$ cat config.mk
export PLATFORM = sky130hd
export DESIGN_NAME = spi_master
export DESIGN_NICKNAME = d
export VERILOG_FILES = /design/src/rtl/spi_master.sv
export SDC_FILE = /design/constraint.sdc
export NUM_CORES = 1
export LEC_CHECK = 0
export ABC_AREA = 1
export BUFFER_PORTS_ARGS = -buffer_cell sky130_fd_sc_hd__clkbuf_2
export CAP_MARGIN = 10
export CORE_MARGIN = 2
export CORE_UTILIZATION = 57
export DETAILED_ROUTE_END_ITERATION = 10
export GPL_TIMING_DRIVEN = 0
export PLACE_DENSITY = 0.79
export REMOVE_ABC_BUFFERS = 1
export SYNTH_ARGS = -nofsm -noshare
export SYNTH_HDL_FRONTEND = slang
export SYNTH_SLANG_ARGS = --single-unit
$ cat constraint.sdc
create_clock -name clk -period 2 [get_ports clk]
set_input_delay 0.2 -clock clk [delete_from_list [all_inputs] [get_ports clk]]
set_output_delay 0.2 -clock clk [all_outputs]
set_load 0.02 [all_outputs]
$ cat src/rtl/spi_master.sv
// SPI master: one word per transfer, all four {CPOL,CPHA} modes, selectable bit order,
// NUM_CS decoded active-low chip selects. SCLK half-period is DIV clk cycles.
module spi_master #(
  parameter int DATA_W = 8,
  parameter int DIV    = 4,
  parameter int NUM_CS = 2,
  localparam int CSW   = (NUM_CS > 1) ? $clog2(NUM_CS) : 1
) (
  input  logic              clk,
  input  logic              rst,
  input  logic              start,
  input  logic [DATA_W-1:0] tx_data,
  input  logic [1:0]        mode,
  input  logic              lsb_first,
  input  logic [CSW-1:0]    cs_sel,
  output logic              busy,
  output logic              done,
  output logic [DATA_W-1:0] rx_data,
  output logic              sclk,
  output logic              mosi,
  input  logic              miso,
  output logic [NUM_CS-1:0] cs_n
);

  localparam int DIV_W = (DIV > 1) ? $clog2(DIV) : 1;
  localparam int TOG_W = $clog2(2 * DATA_W + 1);
  localparam logic [DIV_W-1:0] DIV_LAST = DIV_W'(DIV - 1);
  localparam logic [DIV_W-1:0] DIV_ONE  = DIV_W'(1);
  localparam logic [TOG_W-1:0] TOG_LAST = TOG_W'(2 * DATA_W);
  localparam logic [TOG_W-1:0] TOG_ONE  = TOG_W'(1);

  typedef enum logic [1:0] {
    IDLE  = 2'd0,
    SETUP = 2'd1,
    XFER  = 2'd2,
    HOLD  = 2'd3
  } state_t;

  state_t              state_r;
  logic [DIV_W-1:0]    div_cnt_r;
  logic [TOG_W-1:0]    tog_cnt_r;
  logic [DATA_W-1:0]   tx_sh_r;
  logic [DATA_W-1:0]   rx_sh_r;
  logic [DATA_W-1:0]   rx_data_r;
  logic                cpha_r;
  logic                lsb_r;
  logic                busy_r;
  logic                done_r;
  logic                sclk_r;
  logic                mosi_r;
  logic [NUM_CS-1:0]   cs_n_r;

  logic                div_last_s;
  logic [TOG_W-1:0]    tog_num_s;
  logic                toggle_s;
  logic                sample_s;
  logic                advance_s;
  logic [DATA_W-1:0]   tx_next_s;
  logic                mosi_next_s;
  logic [DATA_W-1:0]   rx_next_s;
  logic [NUM_CS-1:0]   cs_dec_s;

  // Edge scheduling: toggle number tog_num_s is 1-based, odd toggles are leading edges.
  always_comb begin
    div_last_s = (div_cnt_r == DIV_LAST);
    tog_num_s  = tog_cnt_r + TOG_ONE;
    if (state_r == SETUP) begin
      toggle_s = div_last_s;
    end else if (state_r == XFER) begin
      toggle_s = div_last_s && (tog_cnt_r != TOG_LAST);
    end else begin
      toggle_s = 1'b0;
    end
    if (cpha_r) begin
      sample_s  = ~tog_num_s[0];
      advance_s = tog_num_s[0] && (tog_num_s != TOG_ONE);
    end else begin
      sample_s  = tog_num_s[0];
      advance_s = ~tog_num_s[0] && (tog_num_s != TOG_LAST);
    end
  end

  // Shift datapath for the selected bit order.
  always_comb begin
    if (lsb_r) begin
      tx_next_s   = {1'b0, tx_sh_r[DATA_W-1:1]};
      mosi_next_s = tx_sh_r[1];
      rx_next_s   = {miso, rx_sh_r[DATA_W-1:1]};
    end else begin
      tx_next_s   = {tx_sh_r[DATA_W-2:0], 1'b0};
      mosi_next_s = tx_sh_r[DATA_W-2];
      rx_next_s   = {rx_sh_r[DATA_W-2:0], miso};
    end
  end

  // Chip-select decode; an out-of-range index leaves every line high.
  always_comb begin
    cs_dec_s = '1;
    for (int i = 0; i < NUM_CS; i++) begin
      if (cs_sel == CSW'(i)) begin
        cs_dec_s[i] = 1'b0;
      end else begin
        cs_dec_s[i] = 1'b1;
      end
    end
  end

  // Transfer FSM with registered serial and handshake outputs.
  always_ff @(posedge clk) begin
    if (rst) begin
      state_r   <= IDLE;
      div_cnt_r <= '0;
      tog_cnt_r <= '0;
      tx_sh_r   <= '0;
      rx_sh_r   <= '0;
      rx_data_r <= '0;
      cpha_r    <= 1'b0;
      lsb_r     <= 1'b0;
      busy_r    <= 1'b0;
      done_r    <= 1'b0;
      sclk_r    <= 1'b0;
      mosi_r    <= 1'b0;
      cs_n_r    <= '1;
    end else begin
      done_r <= 1'b0;
      case (state_r)
        IDLE: begin
          if (start) begin
            state_r   <= SETUP;
            busy_r    <= 1'b1;
            cpha_r    <= mode[0];
            sclk_r    <= mode[1];
            lsb_r     <= lsb_first;
            tx_sh_r   <= tx_data;
            rx_sh_r   <= '0;
            mosi_r    <= lsb_first ? tx_data[0] : tx_data[DATA_W-1];
            cs_n_r    <= cs_dec_s;
            div_cnt_r <= '0;
            tog_cnt_r <= '0;
          end
        end
        SETUP: begin
          if (div_last_s) begin
            state_r   <= XFER;
            div_cnt_r <= '0;
          end else begin
            div_cnt_r <= div_cnt_r + DIV_ONE;
          end
        end
        XFER: begin
          if (div_last_s) begin
            div_cnt_r <= '0;
            if (tog_cnt_r == TOG_LAST) begin
              state_r <= HOLD;
            end
          end else begin
            div_cnt_r <= div_cnt_r + DIV_ONE;
          end
        end
        HOLD: begin
          if (div_last_s) begin
            state_r   <= IDLE;
            div_cnt_r <= '0;
            busy_r    <= 1'b0;
            done_r    <= 1'b1;
            cs_n_r    <= '1;
            mosi_r    <= 1'b0;
            rx_data_r <= rx_sh_r;
          end else begin
            div_cnt_r <= div_cnt_r + DIV_ONE;
          end
        end
        default: begin
          state_r <= IDLE;
        end
      endcase
      if (toggle_s) begin
        sclk_r    <= ~sclk_r;
        tog_cnt_r <= tog_num_s;
        if (sample_s) begin
          rx_sh_r <= rx_next_s;
        end
        if (advance_s) begin
          tx_sh_r <= tx_next_s;
          mosi_r  <= mosi_next_s;
        end
      end
    end
  end

  assign busy    = busy_r;
  assign done    = done_r;
  assign rx_data = rx_data_r;
  assign sclk    = sclk_r;
  assign mosi    = mosi_r;
  assign cs_n    = cs_n_r;

endmodule

==> impl_metrics.tcl <==
set metrics [dict create \
    drive_gt1_share_pct 14.6 \
    grt_pass1_wl_microns 7210 \
    die_w_microns 65.4 \
    gr-total-overflow 0 \
    vias 1997 \
    clkTransAtPathRegs_ns 0.09 \
    fin_crit_sh_pct 90.0 \
    clockBufferDepth 2 \
    cts_sinks 41 \
    initial_utilization_pct 59.1 \
    areaGrowthSynthToFinish_pct 13.5 \
    netlist.area_leader.share_pct 38.2 \
    maxCapViolCount 0 \
    slew_headroom_pct 39.1 \
    ios 30 \
    first_global_vias 1653 \
    post_drt_wl_per_cell_microns 10.5 \
    fin_cells 405 \
    critical_path_arrival_ns 2.02 \
    ctsHoldBuffers 0 \
    syn_avg_cell_area_sq_um 6.55 \
    num-fill-cells 340 \
    status "completed" \
    path_buf_inv 4 \
    layout.nets 380 \
    slowest_stage "dfxtp_1" \
    wl_microns 4250 \
    max_freq_mhz 556 \
    syn_area_sq_um 2150 \
    antenna_found_initial 0 \
    syn_inst 328 \
    ys_types 23 \
    layout_min_cycle_time_ns 1.80 \
    slew_viol_final 0 \
    fp-row-count 22 \
    worst-setup-path-type "reg2reg" \
    drc_errors 0 \
    leakagePower_uw 0.00121 \
    worstSkewPairLatency_ns 0.30 \
    cp-end-kind "flop" \
    ys_seq_area_share_pct 38.2 \
    viasPerCell 4.93 \
    fin_area_sq_um 2440 \
    cts_tree "built" \
    post-place-cells 392 \
    fin_skew_ns 0.0126 \
    powerDensity_nw_per_um2 1040 \
    worst_pin_slew_ns 0.913 \
    min_path_type "in2reg" \
    hold_viol_final 0 \
    crit_path_max_fanout 14 \
    yosys.area.top_type "dfxtp_1" \
    postPlaceCellArea_sq_um 2290 \
    start_kind "flop" \
    num_antenna_cells 0 \
    post-dp-hpwl_microns 2830 \
    yosys-top-cells-area "dfxtp_1, nand2_1, o21ai_0" \
    fp.dieH_microns 65.4 \
    ys_seq_elements 41 \
    drt_iter0_markers 97 \
    critPathTopFamily "buffers and inverters" \
    pre_cts_slack_ns -0.0307 \
    die_area_sq_um 4280 \
    multi_input_area_sq_um 1090 \
    max_stage_delay_ns 0.38 \
    grt_max_degree 34 \
    cts_root_buf "clkbuf_8" \
    fin_ws_ns 0.201 \
    cts-buffers-inserted 5 \
    required_ns 2.23 \
    final_util_pct 67.1 \
    core_area_sq_um 3630 \
    setup_viol 0 \
    max-vdd-ir-drop_v 0.000564 \
    port_buffers 29 \
    ys_warn_count 0 \
    ant_nets 0 \
    dr.pass1.iters 4 \
    cp_cell_sequence "inv_1 -> ha_1 -> nand2_2 -> clkinvlp_4 -> buf_4 -> o21ai_0 -> inv_1 -> nand2_1 -> nand2_1 -> nor2_1" \
    finalPower_uw 2540 \
    register_area_sq_um 821 \
    h-tree-depth 2 \
    grtUsageTotal_pct 21.5 \
    gp_congestion 0.752 \
]
## registers in the layout, indices dropped and copies added, names as in the netlist, 2 cells and up
| name | cells |
|---|---|
| tx_sh_r | 8 |
| div_cnt_r | 2 |
| tog_cnt_r | 5 |
| rx_sh_r | 8 |
| rx_data | 8 |
| cs_n | 2 |
| state_r | 2 |
## per-layer routing
layer  track usage, %  share of wire [%]  wire (microns)
met1             27.4                 50            2120
met2             36.4                 45            1930
met3             4.62                3.6             154
met4             6.25                1.1              48
met5                0                  0               0
## cell families after synthesis
group	share of synthesized area (%)
AND/OR/NAND/NOR	29.1
AO/OA/AOI/OAI	17.0
buffers and inverters	11.0
flip-flops	38.2
adder cells (fa/ha/maj)	4.66
## layout make-up
class	instances	share of cell area [%]
timing repair buffer	33	7.70
clock inverter	2	0.564
sequential	41	33.7
timing repair inverter	1	0.308
clock buffer	6	3.39
tap	48	2.46
inverter	45	7.08
multi-input combinational	229	44.8
## worst paths after layout
path | startpoint | cells past startpoint | slack [ns] | endpoint
hold reg to reg | sclk | 1 | 0.46 | sclk
setup / recovery | state_r[0] | 10 | 0.20 | tx_sh_r[4]
setup reg to reg | state_r[0] | 10 | 0.20 | tx_sh_r[4]
hold / removal | mode[0] | 3 | 0.17 | cpha_r
## Yosys cell counts (all sizes together)
library cell  count
nand4             2
nor2             46
o21ai            44
ha                8
inv              45
clkbuf           10
nand2            93
nor3              1
a21oi            20
a211oi            1
or2               1
dfxtp            41
o211ai            3
nand3            10
buf               3
## per-stage QoR
stage | TNS (ns) | hold WS, ns
after detailed placement | -0.0412 | 0.455
after CTS | 0 | 0.176
final | 0 | 0.170
after global routing | -0.00399 | 0.203
after global placement | 0 | 0.449
after floorplan | 0 | 0.269
## worst register-to-register path, delay by kind of cell (launching register included)
kind | cells | cell delay, ns
compound gates | 1 | 0.15
fa+ha+maj | 1 | 0.24
flops | 1 | 0.38
buf+inv | 4 | 0.49
simple gates | 4 | 0.47
## cell usage in the layout (no fill, tap or decap)
cell type | netlist | layout
buf_12 | 0 | 1
ha_1 | 8 | 8
dfxtp_1 | 41 | 41
nand2_1 | 90 | 89
nand4_1 | 2 | 2
nand2_2 | 1 | 2
a211oi_1 | 1 | 1
nor2_1 | 45 | 45
inv_2 | 1 | 1
a21oi_1 | 19 | 19
nor2_4 | 1 | 1
clkinv_4 | 0 | 1
o211ai_1 | 3 | 3
a21oi_4 | 1 | 1
clkinv_2 | 0 | 1
nand2_4 | 2 | 2
buf_4 | 1 | 3
clkinvlp_4 | 0 | 2
o21ai_0 | 43 | 43
nand3_1 | 9 | 9
nor3_1 | 1 | 1
clkbuf_2 | 0 | 29
nand3_2 | 1 | 1
clkbuf_8 | 0 | 6
inv_1 | 44 | 43
or2_1 | 1 | 1
o21ai_2 | 1 | 1
## repair_timing
| item | in CTS | in global routing |
|---|---|---|
| resized for setup | 2 | 1 |
| buffers inserted | 0 | 4 |
| pin swaps | 0 | 1 |
| cloned | 1 | 0 |
| endpoints found under the setup margin | 4 | 13 |
| endpoints found under the hold margin | 0 | 0 |
## power breakdown
group	internal (uW)	switching (uW)
sequential	936	94.8
combinational	319	617
clock	280	291
Note: power is estimated with default switching activity, not from simulation.
